==> config.mk <==
export PLATFORM = sky130hd
export DESIGN_NAME = axis_uart_bridge_rx
export DESIGN_NICKNAME = d
export VERILOG_FILES = /design/src/rtl/axis_uart_bridge_pkg.sv /design/src/rtl/axis_uart_bridge_rx_sync.sv /design/src/rtl/axis_uart_bridge_rx.sv
export SDC_FILE = /design/constraint.sdc
export NUM_CORES = 1
export LEC_CHECK = 0
export CAP_MARGIN = 20
export CORE_AREA = 2 2 207 209
export CTS_BUF_LIST = sky130_fd_sc_hd__clkbuf_8
export DETAILED_ROUTE_END_ITERATION = 16
export DIE_AREA = 0 0 209 211
export GPL_ROUTABILITY_DRIVEN = 1
export PLACE_DENSITY = 0.79
export RECOVER_POWER = 100
export SYNTH_ARGS = -nofsm -noshare
export SYNTH_HDL_FRONTEND = slang
export SYNTH_SLANG_ARGS = --single-unit
export TNS_END_PERCENT = 20
==> constraint.sdc <==
create_clock -name clk -period 5.85 [get_ports clk]
set_clock_uncertainty 0.05 [all_clocks]
set_input_delay 1.17 -clock clk [delete_from_list [all_inputs] [get_ports clk]]
set_output_delay 1.17 -clock clk [all_outputs]
set_load 0.005 [all_outputs]
==> src/rtl/axis_uart_bridge_pkg.sv <==
// Shared definitions for the AXIS-UART bridge (RX and TX halves).
//   rx_fsm              : receive byte FSM states
//   calc_clock_duration : clk cycles per UART bit period
package axis_uart_bridge_pkg;

    typedef enum logic [1:0] {
        IDLE_ST,
        START_ST,
        DATA_ST,
        STOP_ST
    } rx_fsm;

    function automatic int unsigned calc_clock_duration(
        input int unsigned freq_hz,
        input int unsigned uart_speed
    );
        return freq_hz / uart_speed;
    endfunction

endpackage

==> src/rtl/axis_uart_bridge_rx_sync.sv <==
// uart_rx_sync: brings the asynchronous UART line into the clk domain.
//   clk, reset : clock, asynchronous active-low reset
//   rx_async   : raw serial line (idles high)
//   rx_sync    : two-stage synchronised line
//   fall_edge  : high for one cycle when rx_sync goes 1 -> 0
// All stages reset to 1 so a released reset looks like an idle line.
module uart_rx_sync (
    input  logic clk,
    input  logic reset,
    input  logic rx_async,
    output logic rx_sync,
    output logic fall_edge
);

    logic rx_meta;
    logic rx_sync_d;

    always_ff @(posedge clk or negedge reset) begin
        if (!reset) begin
            rx_meta   <= 1'b1;
            rx_sync   <= 1'b1;
            rx_sync_d <= 1'b1;
        end else begin
            rx_meta   <= rx_async;
            rx_sync   <= rx_meta;
            rx_sync_d <= rx_sync;
        end
    end

    assign fall_edge = rx_sync_d & ~rx_sync;

endmodule

==> src/rtl/axis_uart_bridge_rx.sv <==
// axis_uart_bridge_rx: 8N1 UART receiver packing N_BYTES bytes per AXIS word.
//   clk, reset        : clock, asynchronous active-low reset
//   UART_RX           : serial input, idles high, asynchronous to clk
//   M_AXIS_TDATA      : packed word, first received byte in [7:0]
//   M_AXIS_TVALID     : word valid (single-entry output register)
//   M_AXIS_TREADY     : consumer ready
//   FRAME_ERROR       : pulse, stop bit sampled low (partial word dropped)
//   OVERFLOW          : pulse, completed word dropped (output register busy)
//   TIMEOUT_EVENT     : pulse, partial word discarded after idle timeout
module axis_uart_bridge_rx
    import axis_uart_bridge_pkg::*;
#(
    parameter int unsigned UART_SPEED   = 115200,
    parameter int unsigned FREQ_HZ      = 100000000,
    parameter int unsigned N_BYTES      = 32,
    parameter int unsigned TIMEOUT_BITS = 0
) (
    input  logic                 clk,
    input  logic                 reset,
    input  logic                 UART_RX,
    output logic [N_BYTES*8-1:0] M_AXIS_TDATA,
    output logic                 M_AXIS_TVALID,
    input  logic                 M_AXIS_TREADY,
    output logic                 FRAME_ERROR,
    output logic                 OVERFLOW,
    output logic                 TIMEOUT_EVENT
);

    localparam int unsigned CLOCK_DURATION = calc_clock_duration(FREQ_HZ, UART_SPEED);
    localparam int unsigned HALF_DURATION  = CLOCK_DURATION / 2;
    localparam int unsigned CNT_W          = (CLOCK_DURATION > 1) ? $clog2(CLOCK_DURATION) : 1;
    localparam int unsigned BC_W           = (N_BYTES > 1) ? $clog2(N_BYTES) : 1;
    localparam int unsigned TIMEOUT_CLKS   = (TIMEOUT_BITS == 0) ? 1 : TIMEOUT_BITS * CLOCK_DURATION;
    localparam int unsigned IDLE_W         = (TIMEOUT_CLKS > 1) ? $clog2(TIMEOUT_CLKS) : 1;
    localparam int unsigned WORD_W         = N_BYTES * 8;

    logic              rx_sync;
    logic              fall_edge;

    rx_fsm             state;
    rx_fsm             state_next;
    logic [CNT_W-1:0]  clock_counter;
    logic [2:0]        data_bit_counter;
    logic [7:0]        shift_reg;
    logic [BC_W-1:0]   byte_counter;
    logic [IDLE_W-1:0] idle_counter;
    logic [WORD_W-1:0] word_buf;
    logic [WORD_W-1:0] word_next;

    logic half_hit;
    logic bit_hit;
    logic data_sample;
    logic stop_sample;
    logic byte_ok;
    logic frame_err;
    logic last_lane;
    logic word_done;
    logic load_ok;
    logic idle_count_en;
    logic timeout_hit;

    uart_rx_sync u_sync (
        .clk       (clk),
        .reset     (reset),
        .rx_async  (UART_RX),
        .rx_sync   (rx_sync),
        .fall_edge (fall_edge)
    );

    // ---------------- byte FSM ----------------
    always_ff @(posedge clk or negedge reset) begin
        if (!reset) state <= IDLE_ST;
        else        state <= state_next;
    end

    always_comb begin
        state_next  = state;
        half_hit    = (clock_counter == CNT_W'(HALF_DURATION - 1));
        bit_hit     = (clock_counter == CNT_W'(CLOCK_DURATION - 1));
        data_sample = 1'b0;
        stop_sample = 1'b0;
        unique case (state)
            IDLE_ST: begin
                if (fall_edge) state_next = START_ST;
            end
            START_ST: begin
                // Line back high at mid start bit: treat as a glitch.
                if (half_hit) state_next = rx_sync ? IDLE_ST : DATA_ST;
            end
            DATA_ST: begin
                if (bit_hit) begin
                    data_sample = 1'b1;
                    if (data_bit_counter == 3'd7) state_next = STOP_ST;
                end
            end
            STOP_ST: begin
                if (bit_hit) begin
                    stop_sample = 1'b1;
                    state_next  = IDLE_ST;
                end
            end
        endcase
    end

    assign byte_ok       = stop_sample & rx_sync;
    assign frame_err     = stop_sample & ~rx_sync;
    assign last_lane     = (byte_counter == BC_W'(N_BYTES - 1));
    assign word_done     = byte_ok & last_lane;
    assign load_ok       = word_done & (~M_AXIS_TVALID | M_AXIS_TREADY);
    assign idle_count_en = (TIMEOUT_BITS != 0) && (state == IDLE_ST) && (byte_counter != '0);
    assign timeout_hit   = idle_count_en && (idle_counter == IDLE_W'(TIMEOUT_CLKS - 1));

    // Current word with the just-received byte merged into its lane; on the
    // last lane this is the complete word handed to the output register.
    always_comb begin
        word_next = word_buf;
        for (int unsigned i = 0; i < N_BYTES; i++) begin
            if (byte_counter == BC_W'(i)) word_next[i*8 +: 8] = shift_reg;
        end
    end

    // ---------------- bit timing, shifter, packer ----------------
    always_ff @(posedge clk or negedge reset) begin
        if (!reset) begin
            clock_counter    <= '0;
            data_bit_counter <= '0;
            shift_reg        <= '0;
            byte_counter     <= '0;
            idle_counter     <= '0;
            word_buf         <= '0;
            FRAME_ERROR      <= 1'b0;
            TIMEOUT_EVENT    <= 1'b0;
        end else begin
            if (state == IDLE_ST || (state == START_ST && half_hit) || bit_hit)
                clock_counter <= '0;
            else
                clock_counter <= clock_counter + 1'b1;

            if (data_sample) begin
                shift_reg        <= {rx_sync, shift_reg[7:1]};
                data_bit_counter <= data_bit_counter + 1'b1;
            end

            if (frame_err || timeout_hit)
                byte_counter <= '0;
            else if (byte_ok)
                byte_counter <= last_lane ? '0 : byte_counter + 1'b1;

            if (byte_ok) word_buf <= word_next;

            if (idle_count_en && !timeout_hit)
                idle_counter <= idle_counter + 1'b1;
            else
                idle_counter <= '0;

            FRAME_ERROR   <= frame_err;
            TIMEOUT_EVENT <= timeout_hit;
        end
    end

    // ---------------- single-entry output register ----------------
    always_ff @(posedge clk or negedge reset) begin
        if (!reset) begin
            M_AXIS_TDATA  <= '0;
            M_AXIS_TVALID <= 1'b0;
            OVERFLOW      <= 1'b0;
        end else begin
            if (load_ok) begin
                M_AXIS_TDATA  <= word_next;
                M_AXIS_TVALID <= 1'b1;
            end else if (M_AXIS_TVALID && M_AXIS_TREADY) begin
                M_AXIS_TVALID <= 1'b0;
            end
            OVERFLOW <= word_done & ~load_ok;
        end
    end

endmodule

==> results of run 1 <==
[final cells by class]
cell class	count	area share, %
clock inverters	42	0.6879
clock buffers	111	5.454
well taps	539	2.408
repair buffers	284	10.06
flip-flops and latches	538	48.11
multi-input cells	1022	33.20
inverters	6	0.08040
[worst max-delay path: stages, from the launching register on]
cell	delay [ps]
dfrtp_1	450
ha_1	340
and3_1	250
ha_1	290
nand3_1	150
or2_4	530
clkbuf_1	1200
mux2_2	440
[kinds of logic after synthesis]
group | after synthesis | synth area share (%)
adders and majority gates | 10 | 0.5212
DFF | 538 | 56.09
xor gates and xnor gates | 9 | 0.3283
and+or+nand+nor | 132 | 3.017
buffers and inverters | 140 | 2.773
other | 1 | 0.01562
AOI/OAI and AO/OA | 203 | 4.352
muxes | 667 | 32.90
[how the worst min path moves through the flow]
stage / start / endpoint / slack [ps] / cells after the start
after detailed placement: u_sync.rx_meta / u_sync.rx_sync / 300 / 0
after CTS: u_sync.rx_meta / u_sync.rx_sync / 310 / 0
after global placement: u_sync.rx_meta / u_sync.rx_sync / 300 / 0
final: u_sync.rx_meta / u_sync.rx_sync / 310 / 0
after global routing: u_sync.rx_meta / u_sync.rx_sync / 320 / 0
after floorplan: u_sync.rx_meta / u_sync.rx_sync / 300 / 0
[metrics by stage]
stage	instance area, sq um	hold WS (ps)	power (W)	utilization [%]
floorplan	24010	295.2	0.003892	-
CTS	28640	306.4	0.007165	68.58
global placement	26920	297.5	0.003984	64.46
global route	28010	318.0	0.007355	67.08
detailed placement	26920	298.1	0.003991	64.46
finish	28010	310.8	0.007084	67.08
[report_power, final]
group	switching [W]	internal, W	total [W]
clock network	0.00147	0.00170	0.00317
logic	0.0000995	0.0000345	0.000134
registers	0.0000350	0.00375	0.00378
total	0.00160	0.00548	0.00708
[metal layers]
metal | global-route usage, % | up-vias | wire, microns
li1 | - | 6531 | -
met1 | 35.85 | 7598 | 24990
met2 | 40.98 | 370 | 26530
met3 | 5.040 | 79 | 2772
met4 | 6.650 | 0 | 1041
met5 | 0 | - | 0
[layout by cell type, fill, tap and decap left out, types with 5 or more instances in the layout]
cell,n
ha_1,10
dlygate4sd3_1,260
nand3_1,13
nor2_1,42
mux2i_1,95
nand2_1,34
mux2_2,437
buf_4,11
dfrtp_2,8
nand2b_1,8
inv_1,34
clkinv_2,8
clkbuf_8,111
clkbuf_1,6
o21ai_0,193
mux2_1,131
nand4_1,5
xor2_1,6
dfrtp_1,527
==> results.json, run 1 <==
{
  "status": "finished, violations left",
  "violations": "capacitance limit, slew limit",
  "layout-drive-gt1-share_pct": 29.81,
  "dp_hpwl_mm": 34.39,
  "reg2reg_slack_ps": 1980,
  "cts-buffers-inserted": 85,
  "place_ws_ps": 2271,
  "drt_pass1_iterations": 6,
  "antenna_found_initial": 1,
  "wl_per_cell_microns": 21.77,
  "startpoint": "byte_counter[0]",
  "final_max_slew_viol_count": 203,
  "grt_overflow": 0,
  "drtIter0Drc": 997,
  "yosys.area.top_type": "dfrtp_1",
  "grt_max_degree": 150,
  "die_h_microns": 211,
  "die-area_sq_um": 44100,
  "critPathLaunchType": "flip-flop",
  "ctsHoldBuffers": 0,
  "setup_viol": 0,
  "core.rowCount": 75,
  "r2r_cells": 7,
  "yosysWarningCount": 0,
  "cts-htree-levels": 3,
  "synth.most_common_cell": "dfrtp_1",
  "fillCellCount": 3067,
  "start_util_pct": 57.49,
  "drt_wl_total_mm": 55.33,
  "core_area_sq_um": 41760,
  "die_x_microns": 209,
  "finalHoldViolations": 0,
  "synthCells": 1700,
  "clk_latency_ps": 650,
  "largest_reg_flops": 256,
  "end_kind": "flip-flop",
  "period_minus_slack_ps": 3866,
  "gp_congestion": 0.7722,
  "r2r-end": "M_AXIS_TDATA[15]",
  "largest_register": "M_AXIS_TDATA",
  "cts_max_path_buffers": 3,
  "drv_cap": 3,
  "synth.avg_cell_area_sq_um": 14.12,
  "rsz0062_at_grt": "no",
  "top_level_ports": 264,
  "drtAntennaViolNets": 0,
  "postCtsSetupRepairBufs": 0,
  "power.density_nw_per_um2": 252.9,
  "timing.final.crit_share_pct": 66.09,
  "drc": 0,
  "numClockSinks": 538,
  "slew_headroom_pct": -91.70,
  "top_regs": "M_AXIS_TDATA: 256 flops, word_buf: 248 flops, clock_counter: 10 flops",
  "critPathArrivalTime_ps": 4320,
  "yosys-top-cells-area": "dfrtp_1, mux2_2, mux2_4",
  "clkTransAtPathRegs_ps": 60,
  "p_leak_nw": 15.12,
  "seq_area_sq_um": 13480,
  "syn_area_sq_um": 24010,
  "ys_top_cells_by_count": "dfrtp_1, mux2_2, o21ai_0",
  "post_cts_resize_count": 0,
  "worst_pin_slew_ps": 2876,
  "seq_area_frac_synth_pct": 56.09,
  "fin_nets": 1951,
  "grt_usage_pct": 25.49,
  "first_global_vias": 15430,
  "worst_slack_ps": 1984,
  "fmax_mhz": 258.6,
  "cts_tree": "built",
  "tns_ps": 0,
  "synth_top_area_share_pct": 55.76,
  "yosysUniqueCellTypes": 50,
  "io_buffer_count": 262,
  "cp.required_ps": 6310,
  "min_path_type": "reg -> reg",
  "worstPathMaxFanout": 52,
  "synth_edf_count": 0,
  "cts-root-buf": "clkbuf_8",
  "dp_cells": 2389,
  "multi_input_area_sq_um": 9299,
  "synth_ff_type": "dfrtp_1",
  "n_antenna_cell": 0,
  "r2r-start": "byte_counter[0]",
  "async_reset_ff_share_pct": 100.0,
  "path_class": "reg -> reg",
  "vias_per_cell": 5.735,
  "area_delta_synth_final_pct": 16.67,
  "syn_nets": 1714,
  "ir_drop_v": 0.0001998,
  "stdcell_count": 2542,
  "vias": 14580,
  "ys_seq_elements": 538,
  "endpoint": "M_AXIS_TDATA[15]",
  "grt_pass1_wl_mm": 87.96
}
Note: power is estimated with default switching activity, not from simulation.
==> inputs of run 2 (changes only) <==
CORE_AREA = 2 2 216 218   (was 2 2 207 209)
DIE_AREA = 0 0 218 220   (was 0 0 209 211)
PLACE_DENSITY = 0.76   (was 0.79)
clock period = 3.3 ns   (was 5.85 ns; I/O delays follow)
==> run 2 against run 1 <==
  * The flow finishes with violations (hold timing, capacitance limit, slew limit)
  * Critical path type unchanged
  * Sequential power increased by 78%
  * Clock-buffer cell count is 8 higher
  * Hold slack got worse by 310 ps
  * Non-clock buffer count grew 41
  * Global-route usage down 1.3 points
  * Total power up 81%
  * Largest power group unchanged
  * Sequential share of layout area decreased by 0.82 points
==> results.json, run 2 (synthesized netlist as in run 1, its figures left out) <==
{
  "die_x_microns": 218,
  "core.rowCount": 79,
  "final_core_util_pct": 62.13,
  "grt_pass1_wl_mm": 89.70,
  "clk_latency_ps": 650,
  "worstPathMaxFanout": 14,
  "ctsHoldBuffers": 0,
  "worst_pin_slew_ps": 1912,
  "layout-drive-gt1-share_pct": 31.38,
  "critical-path-max-stage-delay_ps": 520,
  "core_area_sq_um": 45860,
  "cts_max_path_buffers": 3,
  "cts-buffers-inserted": 88,
  "top_level_ports": 264,
  "dp_hpwl_mm": 35.96,
  "post_cts_resize_count": 0,
  "reg2reg_slack_ps": 370,
  "drt_pass1_iterations": 4,
  "drc": 0,
  "wl_met1_mm": 25.54,
  "wl_met2_mm": 26.59,
  "period_minus_slack_ps": 2930,
  "cp_cell_sequence": "or3b_4, or4_1, clkbuf_2, nor2_2, mux2_2",
  "wl_per_cell_microns": 21.30,
  "path_class": "reg -> reg",
  "clkTransAtPathRegs_ps": 60,
  "fmax_mhz": 341.3,
  "tns_ps": 0,
  "ir_drop_v": 0.0002577,
  "antenna_found_initial": 0,
  "largest_reg_flops": 256,
  "largest_register": "M_AXIS_TDATA",
  "critPathLaunchType": "flip-flop",
  "power_w": 0.01281,
  "cts-root-buf": "clkbuf_8",
  "top_regs": "M_AXIS_TDATA: 256 flops, word_buf: 248 flops, clock_counter: 10 flops",
  "p_leak_nw": 15.32,
  "vias": 14700,
  "timing.final.crit_share_pct": 88.79,
  "cts-htree-levels": 3,
  "postCtsSetupRepairBufs": 0,
  "numClockSinks": 538,
  "slew_headroom_pct": -27.45,
  "die_h_microns": 220,
  "status": "finished, violations left",
  "end_kind": "flip-flop",
  "rsz0062_at_grt": "no",
  "layout_common_cells": "dfrtp_1, mux2_2, dlygate4sd3_1",
  "final_max_slew_viol_count": 108,
  "finalHoldViolations": 1,
  "area_delta_synth_final_pct": 18.69,
  "vias_per_cell": 5.536,
  "worst_slack_ps": 370.0,
  "grt_usage_pct": 24.14,
  "final_common_cell": "dfrtp_1",
  "fillCellCount": 3641,
  "place_ws_ps": 569.1,
  "power.density_nw_per_um2": 449.4,
  "die-area_sq_um": 47960,
  "drv_cap": 3,
  "r2r-end": "word_buf[170]",
  "r2r-start": "clock_counter[2]",
  "fin_nets": 1995,
  "cts_tree": "built",
  "cp.required_ps": 3770,
  "r2r_cells": 5,
  "n_antenna_cell": 0,
  "io_buffer_count": 262,
  "whs_ps": -0.2710,
  "grt_max_degree": 101,
  "violations": "hold timing, capacitance limit, slew limit",
  "setup_viol": 0,
  "drt_wl_total_mm": 56.58,
  "drtIter0Drc": 844,
  "critPathArrivalTime_ps": 3400,
  "routed.top_layer": "met4",
  "min_path_type": "in -> async",
  "drtAntennaViolNets": 0,
  "crit_slowest_cell": "or4_1",
  "first_global_vias": 15570,
  "start_util_pct": 52.35,
  "dr_wl_met3_mm": 3.265,
  "gp_congestion": 0.8225,
  "grt_overflow": 0
}
## run 2: cell types whose count changed in the layout (fill, tap and decap cells not counted), moves of 5 or more
cell | previous run | this run
clkbuf_8 | 111 | 119
buf_4 | 11 | 36
nor2_1 | 42 | 31
nor2_4 | 0 | 5
clkbuf_1 | 6 | 20
nor2_2 | 0 | 6
## run 2: worst max-delay path, delay by kind of cell, from the launching register on
family | cells | cell delay (ps)
flops | 1 | 440
buf+inv | 1 | 430
simple gates | 3 | 1470
mux | 1 | 400
## run 2: worst max path at each step
stage / from / endpoint
after floorplan: clock_counter[2] / M_AXIS_TDATA[100]
after global placement: clock_counter[2] / M_AXIS_TDATA[110]
after detailed placement: clock_counter[2] / M_AXIS_TDATA[109]
after CTS: clock_counter[2] / M_AXIS_TDATA[108]
after global routing: clock_counter[2] / word_buf[222]
final: clock_counter[2] / word_buf[170]
## run 2: power by group
part	total, W	internal (W)	switching (W)
sequential	0.00671	0.00664	0.0000615
combinational	0.000249	0.0000659	0.000183
clock	0.00585	0.00320	0.00265
total	0.0128	0.00991	0.00289
## run 2: area by class of cell
class                           count  area, sq um  share of cell area (%)
Sequential cell                   538        13480                   47.29
Multi-Input combinational cell   1022         9363                   32.86
Timing Repair Buffer              325         3068                   10.77
Clock buffer                      119         1638                   5.748
Tap cell                          607        759.5                   2.665
Clock inverter                     39        168.9                  0.5928
Inverter                            6        22.52                 0.07903
## run 2: metal layers
metal | vias to the layer above | track usage (%)
met5 | - | 0
li1 | 6608 | -
met4 | 0 | 7.732
met1 | 7622 | 33.81
met2 | 390 | 37.86
met3 | 83 | 5.010
## run 2: stage by stage
step | cell area [sq um] | instances
2_1_floorplan | 24010 | 1700
3_3_place_gp | 27390 | 2497
3_5_place_dp | 27390 | 2497
4_1_cts | 29200 | 2655
5_1_grt | 28500 | 2656
6_report | 28500 | 2656
==> inputs of run 3 (changes only) <==
CAP_MARGIN = unset   (was 20)
RECOVER_POWER = 50   (was 100)
==> run 3 against run 2 <==
  * The flow finishes with violations (capacitance limit, slew limit)
  * Sequential power about the same
  * Clock-buffer cell count unchanged
  * Register-to-register slack got worse by 20 ps
  * Critical endpoint unchanged
  * Largest cell class unchanged
  * Largest power group unchanged
==> results.json, run 3 (synthesized netlist as in run 1, its figures left out) <==
{
  "min_path_type": "in -> async",
  "critPathArrivalTime_ps": 3420,
  "dp_hpwl_mm": 35.96,
  "drt_wl_total_mm": 56.82,
  "core.rowCount": 79,
  "vias": 14750,
  "die_h_microns": 220,
  "vias_per_cell": 5.556,
  "gp_congestion": 0.8225,
  "violations": "capacitance limit, slew limit",
  "worst_pin_slew_ps": 1918,
  "path_class": "reg -> reg",
  "timing.final.crit_share_pct": 89.49,
  "r2r-end": "word_buf[170]",
  "largest_register": "M_AXIS_TDATA",
  "r2r-start": "clock_counter[2]",
  "layout_common_cells": "dfrtp_1, mux2_2, o21ai_0",
  "final_max_slew_viol_count": 108,
  "fin_nets": 1994,
  "cts-buffers-inserted": 88,
  "cp.required_ps": 3770,
  "clk_latency_ps": 650,
  "final_core_util_pct": 63.32,
  "post_cts_resize_count": 0,
  "critPathLaunchType": "flip-flop",
  "drc": 0,
  "area_delta_synth_final_pct": 20.96,
  "top_level_ports": 264,
  "worstPathMaxFanout": 14,
  "tns_ps": 0,
  "rsz0062_at_grt": "no",
  "endpoint": "word_buf[170]",
  "die_x_microns": 218,
  "p_leak_nw": 15.20,
  "startpoint": "clock_counter[2]",
  "status": "finished, violations left",
  "setup_viol": 0,
  "cts-root-buf": "clkbuf_8",
  "postCtsSetupRepairBufs": 0,
  "stdcell_count": 2655,
  "core_area_sq_um": 45860,
  "antenna_found_initial": 0,
  "final_common_cell": "dfrtp_1",
  "numClockSinks": 538,
  "top_regs": "M_AXIS_TDATA: 256 flops, word_buf: 248 flops, clock_counter: 10 flops",
  "clkTransAtPathRegs_ps": 60,
  "die-area_sq_um": 47960,
  "ir_drop_v": 0.0002585,
  "first_global_vias": 15570,
  "grt_usage_pct": 24.14,
  "layout-drive-gt1-share_pct": 37.99,
  "dp_cells": 2497,
  "drtIter0Drc": 974,
  "slew_headroom_pct": -27.87,
  "reg2reg_slack_ps": 350,
  "grt_overflow": 0,
  "power.density_nw_per_um2": 441.1,
  "end_kind": "flip-flop",
  "drv_cap": 3,
  "wl_per_cell_microns": 21.40,
  "drtAntennaViolNets": 0,
  "drt_pass1_iterations": 5,
  "grt_max_degree": 101,
  "n_antenna_cell": 0,
  "r2r_cells": 5,
  "start_util_pct": 52.35,
  "cts-htree-levels": 3,
  "grt_pass1_wl_mm": 89.70,
  "period_minus_slack_ps": 2953,
  "io_buffer_count": 262,
  "finalHoldViolations": 0,
  "cts_tree": "built",
  "ctsHoldBuffers": 0,
  "fmax_mhz": 338.6,
  "largest_reg_flops": 256,
  "whs_ps": 4.889,
  "cts_max_path_buffers": 3
}
## run 3: changes by cell type in the layout (fill, tap and decap cells not counted), sizes merged
cell           change
clkdlybuf4s50    +152
dlygate4sd3      -152
clkbuf             -3
buf                +2
## run 3: worst min path at each step
stage	startpoint	end	slack, ps	cells past startpoint
2_1_floorplan	u_sync.rx_meta	u_sync.rx_sync	300	0
3_3_place_gp	u_sync.rx_meta	u_sync.rx_sync	300	0
3_5_place_dp	u_sync.rx_meta	u_sync.rx_sync	300	0
4_1_cts	reset	word_buf[216]	30	1
5_1_grt	reset	M_AXIS_TDATA[231]	60	1
6_report	reset	M_AXIS_TDATA[231]	5	1
## run 3: report_power, final
group          switching, W  internal (W)
Clock               0.00265       0.00320
Sequential        0.0000619       0.00664
Combinational      0.000183     0.0000660
Total               0.00290       0.00991
## run 3: layout make-up
| class | count | area [sq um] |
|---|---|---|
| Sequential cell | 538 | 13480 |
| Inverter | 6 | 22.52 |
| Multi-Input combinational cell | 1022 | 9878 |
| Fill cell | 3487 | 16820 |
| Timing Repair Buffer | 324 | 3097 |
| Clock inverter | 39 | 168.9 |
| Tap cell | 607 | 759.5 |
| Clock buffer | 119 | 1638 |
## run 3: critical path, cell delays in order (launching register included)
cell and delay [ps]:
dfrtp_1 440, or3b_4 440, or4_1 520, clkbuf_2 440
nor2_2 520, mux2_2 400
## run 3: per-layer routing
metal  part of all wire [%]  track usage (%)  up-vias
met2                     47            37.86      386
met4                    2.1            7.732        0
li1                       -                -     6586
met5                      0                0        -
met1                     45            33.81     7694
met3                    5.5            5.010       84
## run 3: per-stage QoR
| stage | power, W | area (sq um) | worst slack [ps] |
|---|---|---|---|
| 6_report | 0.01281 | 29040 | 346.8 |
| 5_1_grt | 0.01334 | 29040 | 242.6 |
| 4_1_cts | 0.01299 | 29200 | 530.1 |
| 3_5_place_dp | 0.007105 | 27390 | 569.1 |
| 3_3_place_gp | 0.007087 | 27390 | 610.6 |
| 2_1_floorplan | 0.006899 | 24010 | 771.9 |
